[config.mk]
export PLATFORM = sky130hd
export DESIGN_NAME = dq02abc_scheduler
export DESIGN_NICKNAME = d
export VERILOG_FILES = /design/src/rtl/dq02abc_scheduler.sv
export SDC_FILE = /design/constraint.sdc
export NUM_CORES = 1
export LEC_CHECK = 0
export ABC_AREA = 1
export BUFFER_PORTS_ARGS = -buffer_cell sky130_fd_sc_hd__buf_4
export CORE_AREA = 4 4 647 649
export DETAILED_ROUTE_END_ITERATION = 10
export DIE_AREA = 0 0 651 653
export PLACE_DENSITY = 0.3
export REMOVE_ABC_BUFFERS = 1
export SLEW_MARGIN = 30
export SYNTH_ARGS = -nofsm -noshare
export SYNTH_HDL_FRONTEND = slang
export SYNTH_SLANG_ARGS = --single-unit
[constraint.sdc]
create_clock -name clk -period 3.1 [get_ports clk]
set_input_delay 0.62 -clock clk [delete_from_list [all_inputs] [get_ports clk]]
set_output_delay 0.62 -clock clk [all_outputs]
set_load 0.1 [all_outputs]
[src/rtl/dq02abc_scheduler.sv]
// Shares one pipelined dq0-to-abc transform unit across N_CH channels per time step.
// Enabled channels issue in ascending order; a tag pipe routes each result back to its channel.
module dq02abc_scheduler #(
  parameter int N_CH    = 4,
  parameter int LATENCY = 24,
  parameter int W       = 64,
  parameter int CW      = $clog2(N_CH)
) (
  input  logic              clk,
  input  logic              rst,
  input  logic              step_sta,
  input  logic [N_CH-1:0]   ch_en,
  input  logic [N_CH*W-1:0] vd_bus,
  input  logic [N_CH*W-1:0] vq_bus,
  input  logic [N_CH*W-1:0] sin_bus,
  input  logic [N_CH*W-1:0] cos_bus,
  output logic              dq_sta,
  output logic [W-1:0]      dq_Vd,
  output logic [W-1:0]      dq_Vq,
  output logic [W-1:0]      dq_sin,
  output logic [W-1:0]      dq_cos,
  input  logic [W-1:0]      dq_Va,
  input  logic [W-1:0]      dq_Vb,
  input  logic [W-1:0]      dq_Vc,
  input  logic              dq_done,
  output logic [W-1:0]      res_Va,
  output logic [W-1:0]      res_Vb,
  output logic [W-1:0]      res_Vc,
  output logic [CW-1:0]     res_ch,
  output logic              res_valid,
  output logic              step_done,
  output logic              busy,
  output logic              overrun,
  output logic              tag_err,
  output logic [1:0]        fsm_state
);

  localparam int CNTW = $clog2(N_CH + 1);

  typedef enum logic [1:0] {IDLE = 2'd0, ISSUE = 2'd1, DRAIN = 2'd2, FIN = 2'd3} state_t;

  state_t             state, state_nxt;
  logic [N_CH-1:0]    pending, src_mask, rem_mask;
  logic [CW-1:0]      sel, dq_ix;
  logic               accept, issue, fin;
  logic [LATENCY-1:0] tv_pipe;
  logic [CW-1:0]      ti_pipe [LATENCY];
  logic               tag_v;
  logic [CW-1:0]      tag_ix;
  logic [CNTW-1:0]    cnt, cnt_nxt;

  // Strobe semantics: dq_sta and dq_done are single-cycle, fire-and-forget strobes with no
  // backpressure; the transform unit accepts one start per cycle and returns exactly LATENCY later.
  assign accept   = step_sta & ~busy;
  assign src_mask = (state == IDLE) ? ch_en : pending;
  assign tag_v    = tv_pipe[LATENCY-1];
  assign tag_ix   = ti_pipe[LATENCY-1];
  assign cnt_nxt  = cnt + CNTW'(issue) - CNTW'(tag_v);

  always_comb begin
    sel = '0;
    for (int i = N_CH - 1; i >= 0; i--) begin
      if (src_mask[i]) sel = CW'(i);
    end
  end

  assign rem_mask = src_mask & ~(N_CH'(1) << sel);

  always_ff @(posedge clk) begin
    if (rst) state <= IDLE;
    else     state <= state_nxt;
  end

  // The first channel issues on the accepting edge so dq_sta follows step_sta by one cycle.
  always_comb begin
    state_nxt = state;
    case (state)
      IDLE: begin
        if (accept) begin
          if (ch_en == '0)         state_nxt = FIN;
          else if (rem_mask != '0) state_nxt = ISSUE;
          else                     state_nxt = DRAIN;
        end
      end
      ISSUE:   if (rem_mask == '0) state_nxt = DRAIN;
      DRAIN:   if (cnt_nxt == '0)  state_nxt = FIN;
      FIN:     state_nxt = IDLE;
      default: state_nxt = IDLE;
    endcase
  end

  always_comb begin
    issue     = 1'b0;
    fin       = 1'b0;
    fsm_state = state;
    case (state)
      IDLE:    issue = accept & (|ch_en);
      ISSUE:   issue = |pending;
      FIN:     fin   = 1'b1;
      default: ;
    endcase
  end

  always_ff @(posedge clk) begin
    if (rst) begin
      dq_sta    <= 1'b0;
      dq_Vd     <= '0;
      dq_Vq     <= '0;
      dq_sin    <= '0;
      dq_cos    <= '0;
      dq_ix     <= '0;
      pending   <= '0;
      tv_pipe   <= '0;
      for (int k = 0; k < LATENCY; k++) ti_pipe[k] <= '0;
      cnt       <= '0;
      res_Va    <= '0;
      res_Vb    <= '0;
      res_Vc    <= '0;
      res_ch    <= '0;
      res_valid <= 1'b0;
      step_done <= 1'b0;
      busy      <= 1'b0;
      overrun   <= 1'b0;
      tag_err   <= 1'b0;
    end else begin
      dq_sta <= issue;
      if (issue) begin
        dq_Vd   <= vd_bus[int'(sel)*W +: W];
        dq_Vq   <= vq_bus[int'(sel)*W +: W];
        dq_sin  <= sin_bus[int'(sel)*W +: W];
        dq_cos  <= cos_bus[int'(sel)*W +: W];
        dq_ix   <= sel;
        pending <= rem_mask;
      end
      // Tag pipe is fed from the registered start so its tail lines up with dq_done.
      tv_pipe    <= {tv_pipe[LATENCY-2:0], dq_sta};
      ti_pipe[0] <= dq_ix;
      for (int k = 1; k < LATENCY; k++) ti_pipe[k] <= ti_pipe[k-1];
      cnt <= cnt_nxt;

      res_valid <= dq_done & tag_v;
      if (dq_done & tag_v) begin
        res_Va <= dq_Va;
        res_Vb <= dq_Vb;
        res_Vc <= dq_Vc;
        res_ch <= tag_ix;
      end
      if (dq_done != tag_v) tag_err <= 1'b1;
      if (step_sta & busy)  overrun <= 1'b1;

      step_done <= fin;
      if (accept)         busy <= 1'b1;
      else if (step_done) busy <= 1'b0;
    end
  end

endmodule

==> summary.md, run 1 <==
| Metric | Value |
|---|---|
| Pin count of the biggest net entering global routing | 194 |
| Worst-Skew Late Latency | 0.83 ns |
| Core area | 0.413 mm^2 |
| Cell Rows | 236 |
| GRT Util Overall | 0.128 |
| Most numerous cell in the Yosys netlist | nand2_1 |
| Chip width | 651 um |
| Setup WS post-layout | 0.116 ns |
| Static leakage | 27.9 nW |
| Final core utilization | 0.131 |
| Placed instance count | 11,800 |
| Crit Path Max Fanout | 28 |
| Avg Inst Size Synth | 6.15 um^2 |
| R2R cell count | 13 |
| Area growth syn-to-layout | 82.2% |
| Largest cells by area after synthesis | dfxtp_1 36%, nand2_1 14%, inv_1 12% |
| Pre-CTS setup slack | 0.142 ns |
| Clk_skew | 0.0968 ns |
| Yosys reg bits | 539 |
| Synth warn | 0 |
| Drt pass-1 iters | 5 |
| I/O pins | 1,682 |
| Fin crit period | 2.98 ns |
| Worst R2R Setup Slack | 0.12 ns |
| Worst Hold Class | primary input to register |
| Root Buffer | clkbuf_16 |
| Placer Congestion | 0.852 |
| Slew @ Worst Pin | 0.929 ns |
| Worst r2r src | fsm_state[1]$_SDFFE_PP0P_ |
| Share of cells above drive strength 1 | 0.302 |
| Fin area | 0.0539 mm^2 |
| Initial antenna violation count | 89 |
| Final Hold Vio Count | 0 |
| Final Instance Count excl. Fillers | 12,100 |
| H-tree levels | 3 |
| Wire per inst | 23.6 um |
| DIE AREA | 0.425 mm^2 |
| Yosys cell types | 29 |
| Most used flip-flop cell after synthesis | dfxtp_1 |
| Critical path required time | 3.76 ns |
| First-pass GRT wire length | 366,000 um |
| FF-to-FF End | dq_sin[10]$_SDFFE_PP0P_ |
| Worst Setup Path Type | register to register |
| Sink of the worst hold path | res_Vb[5]$_SDFFE_PP0P_ |
| Synthesized area | 0.0296 mm^2 |
| MaxCap Viol Count | 0 |
| Die Y | 653 um |
| Nets | 7,795 |
| Crit path DAT | 3.65 ns |
| WL final | 286,000 um |
| Hold Crit Depth | 3 |
| Min Hold Slack | 0.0999 ns |
| Placed Area | 0.0494 mm^2 |
| Drt via density | 3.07 |
| Synth top area share | 0.365 |
| Peak VDD IR | 0.603 mV |
| Number of buffers created by CTS | 89 |
| Crit path capture type | register |
| CTS sink count | 539 |
| DRC violations left | 0 |
| CTS tree | yes |
| Synthesized instance count | 4,811 |
| Postcts setup bufs | 0 |
| Final period util | 0.963 |
| Status | complete, no violations |
| Antenna Nets Post-Route | 0 |
| Post-route total power | 51.9 mW |
| Unrepaired setup endpoints after global routing | false |
| PD cells | 962 mW/mm^2 |
| Sequential share of the synthesized area | 0.365 |
| Setup TNS | 0 ns |
| Worst hold start | dq_Vb[5] |
| Max-slew violation count | 0 |
| Slew HR | 0.381 |
| Peak Freq | 335 MHz |
| Detail Placement HPWL | 241,000 um |
| Post-synth EDFFs | 0 |
| Endpoints failing setup | 0 |
| Area leader, netlist | dfxtp_1 |
| Top cells by instance count after synthesis | 1,137 x nand2_1, 984 x inv_1, 539 x dfxtp_1 |
| Asr flop ratio synth | 0 |
| Vias in the first global route | 37,500 |
| DRT iter0 DRCs | 1,968 |
| GRT overflow | 0 |
| PortBufs | 1,681 |
| Initial core utilization | 0.0718 |
| Via count | 37,200 |
| Critical Path Source Type | register |
| Clock Tree Buf Depth | 4 |
| Register clock-pin slew on the reported worst setup and hold paths | 0.06 ns |
==> cell type report <==
type	count	area, um^2
fillers	48400	359000
repair buffers	1988	15900
multi-input cells	2957	13600
flip-flops and latches	539	10800
well taps	5474	6850
inverters	988	3730
clock buffers	118	2490
clock inverters	38	533
diodes	18	45.0
==> layer usage <==
metal	vias to the layer above	track usage	wire (um)
met5	-	0	305
met4	48	0.0298	6750
met3	299	0.0320	18800
met2	1302	0.242	151000
met1	17400	0.141	109000
li1	18100	-	-
==> cell families (layout without fill, tap and decap cells) <==
| logic type | count (synthesis) | after routing | share of synthesized area |
|---|---|---|---|
| adders and majority gates | 8 | 8 | 0.00363 |
| AOI/OAI and AO/OA | 567 | 567 | 0.0977 |
| and+or+nand+nor | 2382 | 2382 | 0.356 |
| buffers and inverters | 1315 | 3132 | 0.178 |
| other | 0 | 18 | 0 |
| DFF | 539 | 539 | 0.365 |
==> critical path, cell delays in order, from the launching register on <==
cell and delay (ns):
dfxtp_1 0.38, inv_1 0.09, ha_1 0.23, buf_4 0.18
o21ai_2 0.24, nand2_1 0.17, nand2_8 0.21, buf_12 0.25
buf_4 0.26, nand3b_1 0.20, nand3_1 0.18, nand3_1 0.08
nand2_1 0.06, inv_1 0.03
==> sequential cells by signal, indices dropped and copies added (netlist names), 2 cells and up <==
| register | flops |
|---|---|
| cnt | 3 |
| dq_Vd | 64 |
| dq_Vq | 64 |
| dq_cos | 64 |
| dq_ix | 2 |
| dq_sin | 64 |
| fsm_state | 2 |
| pending | 4 |
| res_Va | 64 |
| res_Vb | 64 |
| res_Vc | 64 |
| res_ch | 2 |
| ti_pipe | 48 |
| tv_pipe | 24 |
==> where the power goes <==
group,total [mW],leakage [nW],switching [mW],internal (mW)
Clock,10.8,1.49,4.28,6.54
Sequential,9.16,4.39,0.870,8.29
Combinational,31.9,22.0,23.9,8.01
==> cells in the final DEF, fill, tap and decap left out, types with 14 or more instances in the layout <==
cell type	n
nand2_1	1136
o21ai_0	443
clkbuf_1	14
clkinv_2	16
buf_12	47
clkbuf_16	89
diode_2	18
nand3_1	501
nor2_1	477
dfxtp_1	539
clkbuf_8	15
a21oi_1	108
dlygate4sd3_1	145
buf_4	1795
nand3b_1	255
inv_1	982
==> timing repair <==
item / 4_1_cts / 5_1_grt
resized for setup: 0 / 1
endpoints found under the setup margin: 0 / 16
endpoints found under the hold margin: 145 / 0
hold buffers: 145 / 0
==> worst max path at each step <==
| stage | start | end | slack (ns) |
|---|---|---|---|
| 2_1_floorplan | fsm_state[0]$_SDFFE_PP0P_ | dq_Vd[51]$_SDFFE_PP0P_ | -9.66 |
| 3_3_place_gp | fsm_state[1]$_SDFFE_PP0P_ | dq_cos[58]$_SDFFE_PP0P_ | 0.14 |
| 3_5_place_dp | fsm_state[1]$_SDFFE_PP0P_ | dq_cos[58]$_SDFFE_PP0P_ | 0.14 |
| 4_1_cts | fsm_state[1]$_SDFFE_PP0P_ | dq_cos[58]$_SDFFE_PP0P_ | 0.07 |
| 5_1_grt | fsm_state[1]$_SDFFE_PP0P_ | dq_cos[58]$_SDFFE_PP0P_ | 0.005 |
| 6_report | fsm_state[1]$_SDFFE_PP0P_ | dq_sin[10]$_SDFFE_PP0P_ | 0.12 |
No activity file was read; power rests on OpenSTA's default activity.
==> inputs of run 2 (changes only) <==
--- a/config.mk
+++ b/config.mk
@@ -10,7 +10,7 @@
 export CORE_AREA = 4 4 647 649
 export DETAILED_ROUTE_END_ITERATION = 10
 export DIE_AREA = 0 0 651 653
-export PLACE_DENSITY = 0.3
+export PLACE_DENSITY = 0.34
 export REMOVE_ABC_BUFFERS = 1
 export SLEW_MARGIN = 30
 export SYNTH_ARGS = -nofsm -noshare
==> constraint.sdc (replaced) <==
create_clock -name clk -period 3.1 [get_ports clk]
set_input_delay 0.62 -clock clk [delete_from_list [all_inputs] [get_ports clk]]
set_output_delay 0.62 -clock clk [all_outputs]
set_load 0.02 [all_outputs]
==> summary.md, run 2 (synthesis results as in run 1) <==
| Metric | Value |
|---|---|
| Status | complete, no violations |
| Die Y | 653 um |
| Psw | 20.9 mW |
| R2R cell count | 15 |
| Crit path capture type | register |
| Placed instance count | 11,800 |
| Post-route total power | 42.9 mW |
| P_int | 21.9 mW |
| Pre-CTS setup slack | 0.0688 ns |
| Worst Setup Path Type | register to register |
| Final Hold Vio Count | 0 |
| Register clock-pin slew on the reported worst setup and hold paths | 0.06 ns |
| Max-slew violation count | 0 |
| Multi-input gate area | 0.0136 mm^2 |
| Final core utilization | 0.130 |
| Critical Path Source Type | register |
| Nets | 7,803 |
| Switching Share | 0.488 |
| Final period util | 0.944 |
| Crit Path Max Fanout | 60 |
| Drt pass-1 iters | 5 |
| Initial antenna violation count | 103 |
| Worst r2r src | fsm_state[0]$_SDFFE_PP0P_ |
| Worst Hold Class | primary input to register |
| FF-to-FF End | dq_sin[38]$_SDFFE_PP0P_ |
| Placer Congestion | 0.857 |
| Wire per inst | 23.6 um |
| Static leakage | 27.8 nW |
| Root Buffer | clkbuf_16 |
| Clk_skew | 0.0681 ns |
| Peak VDD IR | 0.609 mV |
| PortBufs | 1,681 |
| Hold Crit Depth | 3 |
| Crit path DAT | 3.57 ns |
| Most frequent cells in the layout | 1,810 x buf_4, 1,135 x nand2_1, 982 x inv_1, 539 x dfxtp_1, 501 x nand3_1 |
| CTS sink count | 539 |
| Area growth syn-to-layout | 81.4% |
| Placed Area | 0.0493 mm^2 |
| DRC violations left | 0 |
| Storage cell area | 0.0108 mm^2 |
| MaxCap Viol Count | 0 |
| Clock share of power | 0.230 |
| First-pass GRT wire length | 368,000 um |
| Peak Freq | 342 MHz |
| Initial core utilization | 0.0718 |
| Unrepaired setup endpoints after global routing | false |
| Fin crit period | 2.93 ns |
| Fin area | 0.0537 mm^2 |
| Cell Rows | 236 |
| Logic pwr share | 0.557 |
| Worst-Skew Late Latency | 0.79 ns |
| GRT Util Overall | 0.129 |
| Worst R2R Setup Slack | 0.17 ns |
| Chip width | 651 um |
| Slew @ Worst Pin | 0.941 ns |
| DIE AREA | 0.425 mm^2 |
| WL final | 287,000 um |
| GRT overflow | 0 |
| DRT iter0 DRCs | 2,215 |
| Min Hold Slack | 0.107 ns |
| PD cells | 798 mW/mm^2 |
| CTS tree | yes |
| Crit path launch | fsm_state[0]$_SDFFE_PP0P_ |
| Power share of the sequential group | 0.213 |
| Antenna Nets Post-Route | 0 |
| Share of cells above drive strength 1 | 0.300 |
| Pin count of the biggest net entering global routing | 156 |
| Setup TNS | 0 ns |
| Final Instance Count excl. Fillers | 12,100 |
| # fillers | 48,400 |
| Via count | 37,300 |
| Number of buffers created by CTS | 85 |
| H-tree levels | 3 |
| CP endpoint | dq_sin[38]$_SDFFE_PP0P_ |
| Postcts setup bufs | 0 |
| Clock Tree Buf Depth | 4 |
| Slew HR | 0.373 |
| Commonest non-fill, non-tap cell in the layout | buf_4 |
| Drt via density | 3.07 |
| Detail Placement HPWL | 242,000 um |
| Critical path required time | 3.74 ns |
| Vias in the first global route | 37,600 |
| Core area | 0.413 mm^2 |
| I/O pins | 1,682 |
| Setup WS post-layout | 0.175 ns |
| Endpoints failing setup | 0 |
run 2: cell types whose count changed in the layout (fill, tap and decap cells not counted), moves of 3 or more:
| cell | before | now |
|---|---|---|
| buf_12 | 47 | 36 |
| buf_4 | 1795 | 1810 |
| bufinv_16 | 11 | 5 |
| clkbuf_1 | 14 | 21 |
| clkbuf_16 | 89 | 86 |
| clkbuf_8 | 15 | 12 |
| clkinv_2 | 16 | 12 |
| clkinv_4 | 5 | 0 |
| diode_2 | 18 | 38 |
| dlygate4sd3_1 | 145 | 153 |
run 2: worst min path at each step:
stage,slack [ns],endpoint,start
global route,0.05,res_Va[6]$_SDFFE_PP0P_,dq_Va[6]
finish,0.11,res_Vc[14]$_SDFFE_PP0P_,dq_Vc[14]
detailed placement,0.39,tv_pipe[15]$_SDFF_PP0_,tv_pipe[14]$_SDFF_PP0_
global placement,0.39,tv_pipe[11]$_SDFF_PP0_,tv_pipe[10]$_SDFF_PP0_
floorplan,0.39,ti_pipe[10][0]$_SDFF_PP0_,ti_pipe[9][0]$_SDFF_PP0_
CTS,0.003,res_Va[48]$_SDFFE_PP0P_,dq_Va[48]
run 2: metal layers:
| metal | vias to the layer above | global-route usage | wire length (um) |
|---|---|---|---|
| met1 | 17500 | 0.143 | 110000 |
| li1 | 18200 | - | - |
| met2 | 1271 | 0.243 | 151000 |
| met5 | - | 0 | 243 |
| met4 | 36 | 0.0340 | 8430 |
| met3 | 317 | 0.0284 | 16700 |
run 2: layout make-up:
cell class,count,area share
antenna,38,0.00177
multi-input combinational,2957,0.254
clock inverter,25,0.00576
clock buffer,119,0.0446
inverter,988,0.0695
sequential,539,0.201
tap,5474,0.128
timing repair buffer,2000,0.296
run 2: repair_timing:
action | 4_1_cts | 5_1_grt
endpoints found under the hold margin | 153 | 0
hold buffers | 153 | 0
endpoints found under the setup margin | 0 | 88
gates resized for setup | 0 | 4
run 2: power by group through the flow:
stage	combinational [mW]	sequential (mW)	clock [mW]
finish	23.9	9.13	9.86
global route	26.2	9.30	10.6
CTS	24.8	9.15	10.5
detailed placement	24.5	9.27	0
global placement	24.6	9.27	0
floorplan	8.29	9.49	0
run 2: worst max-delay path, stage by stage (launching register included):
cell and delay [ns]:
dfxtp_1 0.34, inv_1 0.14, ha_4 0.21, inv_2 0.08, nand2_1 0.07, nand2_2 0.12, inv_2 0.11, nand2_1 0.12
nand2_8 0.20, buf_12 0.23, buf_4 0.34, nand3b_1 0.10, nand3_1 0.12, nand3_1 0.07, nand2_1 0.08, inv_1 0.04
